**src/rtl/fractal_sync_pkg.sv**
```systemverilog
// Shared constants and helpers for the fractal sync remote CAM: level signature
// bases and the signature range for a given id width.
package fractal_sync_pkg;

    localparam int MAX_LVL_WIDTH = 4;

    // Each level's signatures start after all lower levels' signatures.
    localparam int unsigned LVL_SIG_BASE [2**MAX_LVL_WIDTH] = '{
        0, 1, 3, 7, 15, 31, 63, 127,
        255, 511, 1023, 2047, 4095, 8191, 16383, 32767
    };

    function automatic int unsigned sig_max(input int unsigned id_width);
        return 4 * (2 ** (id_width + 2) - 1) / 6 - 1;
    endfunction

endpackage

```
**src/rtl/fractal_sync_cam_line.sv**
```systemverilog
// One CAM line: signature, per-port arrival mask and age counter, with match
// compare against every port and an expiry flag once the age reaches TIMEOUT.
module fractal_sync_cam_line
    import fractal_sync_pkg::*;
#(
    parameter int N_PORTS   = 2,
    parameter int SIG_WIDTH = 2,
    parameter int AGE_WIDTH = 8,
    parameter int TIMEOUT   = 200
) (
    input  logic                               clk_i,
    input  logic                               rst_i,
    input  logic [N_PORTS-1:0][SIG_WIDTH-1:0]  sig_i,
    input  logic [N_PORTS-1:0]                 arrive_i,
    input  logic                               clear_i,
    input  logic                               alloc_i,
    input  logic [SIG_WIDTH-1:0]               alloc_sig_i,
    input  logic [N_PORTS-1:0]                 alloc_mask_i,
    output logic                               valid_o,
    output logic [SIG_WIDTH-1:0]               sig_o,
    output logic [N_PORTS-1:0]                 mask_o,
    output logic [N_PORTS-1:0]                 match_o,
    output logic                               expired_o
);

    typedef struct packed {
        logic                 valid;
        logic [SIG_WIDTH-1:0] sig;
        logic [N_PORTS-1:0]   mask;
        logic [AGE_WIDTH-1:0] age;
    } line_t;

    // With a timeout the age parks at TIMEOUT so a deferred eviction still sees it.
    localparam logic [AGE_WIDTH-1:0] AGE_CAP =
        (TIMEOUT != 0) ? AGE_WIDTH'(TIMEOUT) : {AGE_WIDTH{1'b1}};

    line_t line_q;

    function automatic logic [AGE_WIDTH-1:0] age_sat_inc(input logic [AGE_WIDTH-1:0] age);
        return (age == AGE_CAP) ? age : age + AGE_WIDTH'(1);
    endfunction

    always_ff @(posedge clk_i) begin
        if (rst_i)        line_q.valid <= 1'b0;
        else if (alloc_i) line_q.valid <= 1'b1;
        else if (clear_i) line_q.valid <= 1'b0;

        if (alloc_i) begin
            line_q.sig  <= alloc_sig_i;
            line_q.mask <= alloc_mask_i;
            line_q.age  <= '0;
        end else if (|arrive_i) begin
            line_q.mask <= line_q.mask | arrive_i;
            line_q.age  <= '0;
        end else begin
            line_q.age  <= age_sat_inc(line_q.age);
        end
    end

    always_comb begin
        for (int p = 0; p < N_PORTS; p++) begin
            match_o[p] = line_q.valid && (sig_i[p] == line_q.sig);
        end
    end

    assign valid_o   = line_q.valid;
    assign sig_o     = line_q.sig;
    assign mask_o    = line_q.mask;
    assign expired_o = (TIMEOUT != 0) && line_q.valid && (line_q.age == AGE_CAP);

endmodule

```
**src/rtl/fractal_sync_np_remote_cam.sv**
```systemverilog
// N-port barrier collector: maps (level, id) to a signature, tracks partial
// arrivals in CAM lines, applies backpressure when full and evicts stale lines.
module fractal_sync_np_remote_cam
    import fractal_sync_pkg::*;
#(
    parameter int N_PORTS     = 2,
    parameter int LEVEL_WIDTH = 1,
    parameter int ID_WIDTH    = 1,
    parameter int N_LINES     = 4,
    parameter int AGE_WIDTH   = 8,
    parameter int TIMEOUT     = 200,
    parameter int SIG_WIDTH   = $clog2(4 * (2 ** (ID_WIDTH + 2) - 1) / 6)
) (
    input  logic                                  clk_i,
    input  logic                                  rst_i,
    input  logic [N_PORTS-1:0]                    req_i,
    input  logic [N_PORTS-1:0][LEVEL_WIDTH-1:0]   level_i,
    input  logic [N_PORTS-1:0][ID_WIDTH-1:0]      id_i,
    output logic [N_PORTS-1:0]                    ready_o,
    output logic [N_PORTS-1:0]                    present_o,
    output logic [N_PORTS-1:0]                    err_o,
    output logic                                  bypass_o,
    output logic                                  full_o,
    output logic                                  timeout_o,
    output logic [SIG_WIDTH-1:0]                  timeout_sig_o
);

    localparam int unsigned MAX_SIG = sig_max(ID_WIDTH);

    logic [N_PORTS-1:0][SIG_WIDTH-1:0] sig;
    logic [N_PORTS-1:0] sig_ok, hit, dup, new_req, grant, acc, present_d, err_d;
    logic bypass_d, alloc_found, evict_found;
    logic [N_LINES-1:0][N_PORTS-1:0] line_match, line_mask, arrive, alloc_mask;
    logic [N_LINES-1:0][SIG_WIDTH-1:0] line_sig, alloc_sig;
    logic [N_LINES-1:0] line_valid, line_expired, alloc_en, complete, evict, clear, valid_next;
    logic [SIG_WIDTH-1:0] evict_sig;

    // The range check uses the unwrapped sum so high levels cannot alias into range.
    always_comb begin
        for (int p = 0; p < N_PORTS; p++) begin
            sig_ok[p] = (LVL_SIG_BASE[MAX_LVL_WIDTH'(level_i[p])] + 32'(id_i[p])) <= MAX_SIG;
            sig[p]    = SIG_WIDTH'(LVL_SIG_BASE[MAX_LVL_WIDTH'(level_i[p])] + 32'(id_i[p]));
        end
    end

    always_comb begin
        hit = '0;
        dup = '0;
        for (int p = 0; p < N_PORTS; p++) begin
            for (int l = 0; l < N_LINES; l++) begin
                hit[p] = hit[p] | (req_i[p] & sig_ok[p] & line_match[l][p]);
                dup[p] = dup[p] | (req_i[p] & sig_ok[p] & line_match[l][p] & line_mask[l][p]);
            end
        end

        bypass_d = (&req_i) & (&sig_ok) & ~hit[0];
        for (int p = 1; p < N_PORTS; p++) begin
            if (sig[p] != sig[0]) bypass_d = 1'b0;
        end

        // Misses join a line opened earlier this cycle for the same sig, else take the lowest free one.
        new_req    = req_i & sig_ok & ~hit & {N_PORTS{~bypass_d}};
        grant      = '0;
        alloc_en   = '0;
        alloc_sig  = '0;
        alloc_mask = '0;
        for (int p = 0; p < N_PORTS; p++) begin
            alloc_found = 1'b0;
            if (new_req[p]) begin
                for (int l = 0; l < N_LINES; l++) begin
                    if (!alloc_found && alloc_en[l] && alloc_sig[l] == sig[p]) begin
                        alloc_found      = 1'b1;
                        alloc_mask[l][p] = 1'b1;
                    end
                end
                for (int l = 0; l < N_LINES; l++) begin
                    if (!alloc_found && !line_valid[l] && !alloc_en[l]) begin
                        alloc_found      = 1'b1;
                        alloc_en[l]      = 1'b1;
                        alloc_sig[l]     = sig[p];
                        alloc_mask[l][p] = 1'b1;
                    end
                end
            end
            grant[p] = alloc_found;
        end

        ready_o = ~(new_req & ~grant);
        acc     = req_i & ready_o;
        err_d   = acc & (~sig_ok | dup);

        present_d = '0;
        for (int l = 0; l < N_LINES; l++) begin
            arrive[l]   = acc & sig_ok & line_match[l];
            complete[l] = line_valid[l] & (|arrive[l]) & (&(line_mask[l] | arrive[l]));
            present_d   = present_d | ({N_PORTS{complete[l]}} & arrive[l] & ~line_mask[l]);
        end

        // An arrival on an expiring line keeps it alive; only one eviction per cycle.
        evict       = '0;
        evict_sig   = '0;
        evict_found = 1'b0;
        for (int l = 0; l < N_LINES; l++) begin
            if (!evict_found && line_expired[l] && !(|arrive[l])) begin
                evict_found = 1'b1;
                evict[l]    = 1'b1;
                evict_sig   = line_sig[l];
            end
        end

        clear      = complete | evict;
        valid_next = alloc_en | (line_valid & ~clear);
    end

    for (genvar l = 0; l < N_LINES; l++) begin : g_line
        fractal_sync_cam_line #(
            .N_PORTS   (N_PORTS),
            .SIG_WIDTH (SIG_WIDTH),
            .AGE_WIDTH (AGE_WIDTH),
            .TIMEOUT   (TIMEOUT)
        ) u_line (
            .clk_i        (clk_i),
            .rst_i        (rst_i),
            .sig_i        (sig),
            .arrive_i     (arrive[l]),
            .clear_i      (clear[l]),
            .alloc_i      (alloc_en[l]),
            .alloc_sig_i  (alloc_sig[l]),
            .alloc_mask_i (alloc_mask[l]),
            .valid_o      (line_valid[l]),
            .sig_o        (line_sig[l]),
            .mask_o       (line_mask[l]),
            .match_o      (line_match[l]),
            .expired_o    (line_expired[l])
        );
    end

    always_ff @(posedge clk_i) begin
        if (rst_i) begin
            present_o     <= '0;
            err_o         <= '0;
            bypass_o      <= 1'b0;
            full_o        <= 1'b0;
            timeout_o     <= 1'b0;
            timeout_sig_o <= '0;
        end else begin
            present_o <= present_d;
            err_o     <= err_d;
            bypass_o  <= bypass_d;
            full_o    <= &valid_next;
            timeout_o <= |evict;
            if (|evict) timeout_sig_o <= evict_sig;
        end
    end

endmodule

```
**config.mk**
```make
export PLATFORM = sky130hd
export DESIGN_NAME = fractal_sync_np_remote_cam
export DESIGN_NICKNAME = d
export VERILOG_FILES = /design/src/rtl/fractal_sync_pkg.sv /design/src/rtl/fractal_sync_cam_line.sv /design/src/rtl/fractal_sync_np_remote_cam.sv
export SDC_FILE = /design/constraint.sdc
export NUM_CORES = 1
export LEC_CHECK = 0
export ABC_AREA = 1
export ABC_CLOCK_PERIOD_IN_PS = 2900
export CORE_ASPECT_RATIO = 1.25
export CORE_MARGIN = 5
export CORE_UTILIZATION = 43
export CTS_BUF_LIST = sky130_fd_sc_hd__clkbuf_4
export CTS_CLUSTER_DIAMETER = 200
export DETAILED_ROUTE_END_ITERATION = 8
export DONT_BUFFER_PORTS = 1
export GPL_TIMING_DRIVEN = 0
export SLEW_MARGIN = 10
export SYNTH_ARGS = -nofsm -noshare
export SYNTH_HDL_FRONTEND = slang
export SYNTH_SLANG_ARGS = --single-unit
```
**constraint.sdc**
```tcl
create_clock -name clk_i -period 2.9 [get_ports clk_i]
set_input_delay 0.435 -clock clk_i [delete_from_list [all_inputs] [get_ports clk_i]]
set_output_delay 0.435 -clock clk_i [all_outputs]
set_load 0.03 [all_outputs]
```
Yosys cells after proc, flatten, opt, wreduce, memory -nomap -nowiden
Memory sizes are Yosys's and may differ from the RTL's.
Cells that the tools add are included.
- bits in registers: 61
- latch bits: 0
- memory bits (writable): 0
- memory bits (read-only): 1024
- bits of input ports: 8
- output and inout port bits: 11
- logic and storage cells: 317
- memories: 2
- memory list (memory ; words ; width ; rd ports ; clocked after Yosys merged registers in ; wr ports ; RTL line ; source):
    (no name shown) ; 16 ; 32 ; 1 ; 0 ; 0 ; fractal_sync_np_remote_cam.sv:42 ; sig[p] = SIG_WIDTH'(LVL_SIG_BASE[MAX_LVL_WIDTH'(level_i[p])] + 32'(id_i[p]));
    (no name shown) ; 16 ; 32 ; 1 ; 0 ; 0 ; fractal_sync_np_remote_cam.sv:42 ;
- $add $sub $neg: 6
- $mul: 0
- div/mod/pow operators: 0
- $lt $le $gt $ge: 4
- eq/ne operators: 17
- shift-type cells: 0
- multiplexer cells: 97
- bitwise gates (word level): 83
- reduce and logical (&&, ||, !) cells: 86
- operator list (cell ; number):
    $mux 32 ; 4
    $mux 8 ; 10
    $add 32x1->32 ; 2
    $le 32x2->1 const B ; 2
    $mux 1 ; 61
    $mux 10 ; 4
    $and 2x2->2 ; 19
    $logic_and 1x1->1 ; 37
    $add 8x1->8 const B ; 4
    $eq 8x8->1 const B ; 4
    $mux 2 ; 16
    $and 1x1->1 ; 28
    $logic_not 1->1 ; 25
    $eq 2x2->1 ; 12
    $not 2->2 ; 8
    $or 2x2->2 ; 8
    $reduce_bool 2->1 ; 8
    $or 1x1->1 ; 12
    $reduce_and 2->1 ; 6
    $reduce_or 3->1 ; 4
    $ge 5x5->1 const B ; 2
    $not 1->5 ; 2
    $mux 4 ; 2
    $or 4x4->4 ; 2
    other kinds (7) ; 11

Logic depth before layout (Yosys ltp)
Gate-level depths: netlist of run 1.
- depth after elaboration: 95
- mapped depth: 19
- depth with buffers taken out: 18

Hierarchy
Synthesis of run 1 repeated with hierarchy kept, for this count alone.
- cells, all modules: 573
- area, all modules: 4047.6 um^2
- by module, submodules not included (module ; times used ; cells an instance ; area each (um^2)):
    fractal_sync_cam_line ; 4 ; 95 ; 735.7
    fractal_sync_np_remote_cam ; 1 ; 193 ; 1104.8

Least setup slack after synthesis of run 1
Ideal clock, no wire load.
- kind: input port to output port
- start point: input level_i[0] (netlist bit)
- end point: output ready_o[1]
- arrival: 2.326 ns
- slack: 0.139 ns
- cell stages on the path: 13
- cell sequence: ha_1 > buf_6 > clkinv_2 > nand2_1 > nand2_1 > nor2_1 > nand2_1 > nand3_1 > nor3_4 > nand3_4 > a21oi_4 > nand3_2 > nand4_1
- cells in the longest elaborated chain, start to end: 59
- elaborated cells between the ends (all ways): 88
- ends and longest elaborated chain (what ; RTL line ; source):
    start: declaration ; fractal_sync_np_remote_cam.sv:17 ; input logic [N_PORTS-1:0][LEVEL_WIDTH-1:0] level_i,
    $not 1->5 (not written as such) (*) ; fractal_sync_np_remote_cam.sv:41, fractal_sync_np_remote_cam.sv:42 ;
    $mem_v2 16x32 (*) ; -- ;
    $mux 32 (not written as such) (*) (2 in series) ; fractal_sync_np_remote_cam.sv:42 ;
    $add 32x1->32 (*) ; fractal_sync_np_remote_cam.sv:42 ;
    $le 32x2->1 or $eq 2x2->1 (tied branches) ; fractal_sync_np_remote_cam.sv:41, fractal_sync_cam_line.sv:62 ;
    $and 1x1->1 or $logic_and 1x1->1 (tied branches) ; fractal_sync_np_remote_cam.sv:51, fractal_sync_cam_line.sv:62 ;
    $and 1x1->1 ; fractal_sync_np_remote_cam.sv:51 ; hit[p] = hit[p] | (req_i[p] & sig_ok[p] & line_match[l][p]);
    $or 1x1->1 (3 in series) ; fractal_sync_np_remote_cam.sv:51 ;
    (+39 left out) ; -- ;
    $mux 1 ; fractal_sync_np_remote_cam.sv:69 ; if (new_req[p]) begin
    $logic_not 1->1 ; fractal_sync_np_remote_cam.sv:77 ; if (!alloc_found && !line_valid[l] && !alloc_en[l]) begin
    $logic_and 1x1->1 (2 in series) ; fractal_sync_np_remote_cam.sv:77 ;
    $mux 1 ; fractal_sync_np_remote_cam.sv:77 ;
    $mux 1 ; fractal_sync_np_remote_cam.sv:69 ;
    $not 2->2 ; fractal_sync_np_remote_cam.sv:88 ; ready_o = ~(new_req & ~grant);
    $and 2x2->2 (*) ; fractal_sync_np_remote_cam.sv:88 ;
    $not 2->2 (*) ; fractal_sync_np_remote_cam.sv:88 ;
    end: declaration ; fractal_sync_np_remote_cam.sv:19 ; output logic [N_PORTS-1:0] ready_o,
Mark *: on every way between the ends. The rest lies on a longest branch, timed or not. The select of a mux whose other input is x is not followed.

Worst setup path in the final report of run 1
Ends and elaborated chain as after synthesis.

==> impl_metrics.toml, run 1 <==
[critical_path]
crit_chain = "ha_1 > buf_6 > clkinv_4 > nand2_1 > nand2_1 > nor2_1 > nand2_1 > nand3_2 > nor3_4 > buf_6 > o2111ai_4 > a21oi_4 > nand3_2 > nand4_1"
cp_common_cell = "nand2_1"
cp_slowest_cell = "nand4_1"
critPathMaxStageDelay_ns = 0.31
path_delay_family = "simple AND/OR/NAND/NOR gates"
cp_num_buf_inv = 3
rr_startpoint = "g_line[2].u_line.sig_o[0]$_DFFE_PP_"
worstSetupStartpoint = "level_i[0]"
path_class = "in2out"
worstPathMaxFanout = 8
required_ns = 2.47
worstSetupEndpointType = "primary output"
crit_path_start_kind = "primary input"
arrival_ns = 2.39

[floorplan]
die_x_um = 91.2
row_count = 37
die_h_um = 111
num_io_pins = 19
dieArea_mm2 = 0.0102
core_area_mm2 = 0.00815
start_util = 0.435

[route]
post-route-drc-count = 0
drt-initial-drc-count = 204
first_pass_iters = 4
wl_um = 8560
via_per_inst = 5.26
wl_per_cell_um = 14.1
detail-route-antenna-nets = 0
dr_total_vias = 3201

[place]
numPortBuffers = 0
pre_cts_slack_ns = -0.225
dp_hpwl_um = 6320
place.gp.congestion = 0.926

[cells_and_area]
areaGrowthSynthToFinish_pct = 13.3
fillers = 813
fin_nets = 525
antenna_cells = 0
drive_gt1_frac = 0.168

[sta]
slew_violations = 0
fin_ws_ns = 0.0751
setup_viol = 0
rsz0062_at_grt = "yes"
skew_ns = 0.0137
tightestPinTransition_ns = 0.995
fmax_mhz = 354
max_slew_margin = 0.330
final_hold_viol_count = 0
final.min_clock_period_ns = 2.82
finalCritPeriodShare = 0.974

[cts]
h-tree-depth = 3
cts_tree = "done"
clockBufferDepth = 2
numClockSinks = 61
hold_buffers = 0
cts_buffers = 9
clock_latency_ns = 0.42
clk_pin_slew_ns = 0.10
root_buffer = "clkbuf_4"

[synth]
synth_top_area_frac = 0.254
ys_ff_latch = 61
syn_inst = 479
synth_commonest_cells = "92 x nand2_1, 86 x inv_1, 55 x nor2_1"
yosysTopAreaCell = "dfxtp_1"
synthArstFlopShare = 0
yosys_warnings = 0
synthTopCellsByArea = "dfxtp_1 25%, edfxtp_1 14%, nand2_1 9.7%, inv_1 9.1%, nor2_1 5.8%"
synth.distinct_cells = 45
synth_ff_type = "dfxtp_1"
synthesis.nets = 497
synth-edff-count = 16
syn_avg_cell_area_um2 = 7.40
yosysMostFrequentCell = "nand2_1"
yosysSeqAreaShare = 0.390
synth_area_mm2 = 0.00354

[global_route]
met2_usage = 0.269
grt_max_degree = 11
grt_pass1_wl_um = 14400
grt_pass1_vias = 3104
met1_usage = 0.219
grt.busiest_layer = "met2"
use_met3 = 0.0507
antenna_found_initial = 0
grt-ovfl-total = 0
grt_use_total = 0.177

[power]
finalPower_w = 0.00279
peakVddDrop_mv = 0.349
power_density_mw_per_mm2 = 695
power_leakage_nw = 1.78

[hold_path]
holdCritPathClass = "in2reg"
hp-start = "rst_i"

[outcome]
status = "completed"

[job]
cap_viol_max_count = 0
final cells by class:
type                       instances  area, µm²  area share
multi-input combinational        321       1820       0.454
clock inverter                     5       75.1      0.0187
sequential                        61       1380       0.345
clock buffer                      11       82.6      0.0206
tap                               97        121      0.0302
inverter                          92        355      0.0885
timing repair buffer              17        131      0.0327
buffer                             5       42.5      0.0106
stage by stage:
step / instances / cell area, µm² / TNS (ns) / hold WS (ns) / util
floorplan: 479 / 3540 / 0 / 0.439 / -
global placement: 576 / 3660 / -0.263 / 0.448 / 0.450
detailed placement: 576 / 3660 / -0.353 / 0.457 / 0.450
CTS: 598 / 3880 / 0 / 0.0357 / 0.476
global route: 609 / 4010 / -0.104 / 0.0293 / 0.493
finish: 609 / 4010 / 0 / 0.0698 / 0.493
worst register-to-register path: stages (launching register included):
cell and delay [ns]:
edfxtp_1 0.43, inv_1 0.08, nand2_1 0.05, nand2_1 0.05, nor2_1 0.04, nand2_1 0.09, nand3_2 0.12, nor3_4 0.21
buf_6 0.15, o2111ai_4 0.13, a21oi_4 0.18, nand3_2 0.09, buf_4 0.14, buf_4 0.14, nand3_1 0.11, nand2_1 0.07
nand2_1 0.08, o21ai_1 0.07
routing by layer:
layer	vias up	share of wire
met1	1458	0.44
met2	74	0.45
li1	1637	-
met5	-	0
met4	0	0.051
met3	32	0.060
where the power goes:
part           switching, W  total (W)  internal (W)
registers          0.000143    0.00123       0.00109
logic              0.000535   0.000875      0.000340
clock network      0.000320   0.000685      0.000365
final timing paths:
kind,endpoint,slack [ns],cells after the start
min,present_o[1]$_SDFF_PP0_,0.07,1
max,ready_o[1],0.08,14
min reg2reg,g_line[1].u_line.line_q[7]$_SDFFE_PP0P_,0.47,2
max reg2reg,g_line[3].u_line.mask_o[1]$_DFFE_PP_,0.44,17
cell usage in the layout (no fill, tap or decap), types with 4 or more instances in the layout:
| master | synthesis | layout |
|---|---|---|
| dfxtp_1 | 45 | 43 |
| nand4_1 | 11 | 11 |
| nand3_1 | 22 | 19 |
| nand3_2 | 6 | 9 |
| nand2_2 | 5 | 7 |
| a21oi_1 | 29 | 28 |
| o22ai_1 | 11 | 11 |
| o21ai_0 | 15 | 15 |
| inv_2 | 4 | 7 |
| nand2_1 | 92 | 89 |
| nor2_1 | 55 | 54 |
| xnor2_1 | 4 | 4 |
| xor2_1 | 6 | 6 |
| inv_1 | 86 | 82 |
| nor2_2 | 4 | 5 |
| edfxtp_1 | 16 | 16 |
| ha_1 | 10 | 10 |
| buf_4 | 2 | 18 |
| clkbuf_4 | 0 | 11 |
| nor3_1 | 17 | 17 |
repair_timing:
| item | CTS | global route |
|---|---|---|
| pin swaps | 2 | 6 |
| cloned | 0 | 0 |
| resized for setup | 4 | 16 |
| setup endpoints to repair | 1 | 1 |
| setup buffers | 6 | 11 |
flip-flops by register name, summed over array words and instances, names as in the netlist:
signal,flops
g_line.u_line.line_q,32
g_line.u_line.mask_o,8
g_line.u_line.sig_o,8
g_line.u_line.valid_o,4
err_o,2
present_o,2
timeout_sig_o,2
bypass_o,1
full_o,1
timeout_o,1
kinds of logic after synthesis:
group	after synthesis	share of synthesized area
and+or+nand+nor	230	0.316
xor gates and xnor gates	10	0.0247
buffers and inverters	97	0.111
AOI/OAI and AO/OA	71	0.124
DFF	61	0.390
adders and majority gates	10	0.0353
(Power assumes the default switching activity.)
==> run 2, diff against run 1 <==
--- a/config.mk
+++ b/config.mk
@@ -7,6 +7,7 @@
 export LEC_CHECK = 0
 export ABC_AREA = 1
 export ABC_CLOCK_PERIOD_IN_PS = 2900
+export CAP_MARGIN = 20
 export CORE_ASPECT_RATIO = 1.25
 export CORE_MARGIN = 5
 export CORE_UTILIZATION = 43
@@ -15,6 +16,7 @@
 export DETAILED_ROUTE_END_ITERATION = 8
 export DONT_BUFFER_PORTS = 1
 export GPL_TIMING_DRIVEN = 0
+export HOLD_SLACK_MARGIN = 0.03
 export SLEW_MARGIN = 10
 export SYNTH_ARGS = -nofsm -noshare
 export SYNTH_HDL_FRONTEND = slang
==> impl_metrics.toml, run 2 (same netlist as run 1, synthesis figures left out) <==
[outcome]
status = "completed"

[critical_path]
path_class = "in2out"
worstPathMaxFanout = 8
cp_common_cell = "nand2_1"
crit_chain = "ha_1 > buf_6 > clkinv_4 > nand2_1 > nand2_1 > nor2_1 > nand2_1 > nand3_2 > nor3_4 > buf_6 > o2111ai_4 > a21oi_4 > nand3_2 > nand4_1"
cp_slowest_cell = "nand4_1"
worstSetupEndpointType = "primary output"
arrival_ns = 2.39
required_ns = 2.47
crit_path_start_kind = "primary input"
critPathMaxStageDelay_ns = 0.31

[route]
wl_per_cell_um = 14.1
wl_um = 8600
detail-route-antenna-nets = 0
via_per_inst = 5.24
first_pass_iters = 4
post-route-drc-count = 0
drt-initial-drc-count = 179
dr_total_vias = 3204

[sta]
slew_violations = 0
tightestPinTransition_ns = 0.774
final.min_clock_period_ns = 2.83
skew_ns = 0.0147
tns_ns = 0
finalCritPeriodShare = 0.975
rsz0062_at_grt = "yes"
setup_viol = 0
max_slew_margin = 0.479
fmax_mhz = 354
final_hold_viol_count = 0

[power]
power_leakage_nw = 1.79
power_density_mw_per_mm2 = 693
finalPower_w = 0.00279
peakVddDrop_mv = 0.349

[cells_and_area]
mostFrequentLayoutCells = "89 x nand2_1, 82 x inv_1, 54 x nor2_1, 43 x dfxtp_1, 28 x a21oi_1"
antenna_cells = 0
largest_register_ffs = 32
multi_input_area_mm2 = 0.00182
regMostFlops = "g_line.u_line.line_q"
fin_cells = 611
fin_nets = 527
final_common_cell = "nand2_1"
seq_area_mm2 = 0.00138
fillers = 811
drive_gt1_frac = 0.169
areaGrowthSynthToFinish_pct = 13.7
finish.instance_area_mm2 = 0.00403

[floorplan]
die_h_um = 111
start_util = 0.435
row_count = 37
dieArea_mm2 = 0.0102
die_x_um = 91.2
num_io_pins = 19
core_area_mm2 = 0.00815

[place]
place_area_mm2 = 0.00366
dp_hpwl_um = 6320
place.gp.congestion = 0.926
numPortBuffers = 0
dp.cells = 576

[cts]
numClockSinks = 61
cts_buffers = 9
h-tree-depth = 3
root_buffer = "clkbuf_4"
clockBufferDepth = 2
cts_tree = "done"
clock_latency_ns = 0.42
clk_pin_slew_ns = 0.10

[global_route]
grt-ovfl-total = 0
antenna_found_initial = 0
grt_max_degree = 11
grt_pass1_wl_um = 14400
grt_pass1_vias = 3104
grt_use_total = 0.177

[job]
cap_viol_max_count = 0

[hold_path]
holdCritPathClass = "in2reg"
==> run 2: cell types whose count changed in the layout (fill, tap and decap cells not counted) <==
cell / previous run / this run
clkbuf_2: 0 / 1
dlygate4sd3_1: 0 / 1
==> run 2: power by group <==
| group | switching, W | internal (W) | leakage (nW) |
|---|---|---|---|
| Clock | 0.000321 | 0.000365 | 0.0906 |
| Combinational | 0.000535 | 0.000341 | 1.17 |
| Sequential | 0.000143 | 0.00109 | 0.527 |
| Total | 0.000999 | 0.00179 | 1.79 |
==> run 2: area by class of cell <==
class / count / share of cell area
Buffer: 5 / 0.0106
Clock buffer: 11 / 0.0205
Clock inverter: 5 / 0.0186
Inverter: 92 / 0.0882
Multi-Input combinational cell: 321 / 0.452
Sequential cell: 61 / 0.343
Tap cell: 97 / 0.0301
Timing Repair Buffer: 19 / 0.0363
==> run 2: final timing paths <==
kind	cells after the start	slack (ns)	endpoint	from
worst max-delay path	14	0.07	ready_o[1]	level_i[0]
worst min-delay path	1	0.07	present_o[1]$_SDFF_PP0_	rst_i
worst max register to register	17	0.45	g_line[3].u_line.mask_o[1]$_DFFE_PP_	g_line[1].u_line.sig_o[1]$_DFFE_PP_
worst min register to register	2	0.47	g_line[1].u_line.line_q[7]$_SDFFE_PP0P_	g_line[1].u_line.line_q[7]$_SDFFE_PP0P_
==> run 2: per-layer routing <==
| metal | track usage | part of all wire |
|---|---|---|
| met5 | 0 | 0 |
| met4 | 0.113 | 0.048 |
| met3 | 0.0507 | 0.066 |
| met2 | 0.269 | 0.45 |
| met1 | 0.219 | 0.43 |
==> run 2: repair_timing <==
action / in CTS / in global routing
gates resized for setup: 4 / 16
setup endpoints to repair: 1 / 1
hold buffers: 0 / 1
endpoints found under the hold margin: 0 / 1
pin swaps: 2 / 6
setup buffers: 6 / 11
==> run 2: through the flow <==
stage,worst slack [ns],hold slack (ns),utilization
3_5_place_dp,-0.225,0.457,0.450
3_3_place_gp,-0.215,0.448,0.450
6_report,0.0736,0.0695,0.494
4_1_cts,0.0147,0.0357,0.476
5_1_grt,-0.104,0.0350,0.494
2_1_floorplan,0.139,0.439,-
==> run 2: critical path: cells and delay by family <==
kind            cells  cell delay, ns
fa+ha+maj           1            0.28
buf+inv             3            0.38
compound gates      2            0.31
simple gates        8            0.97
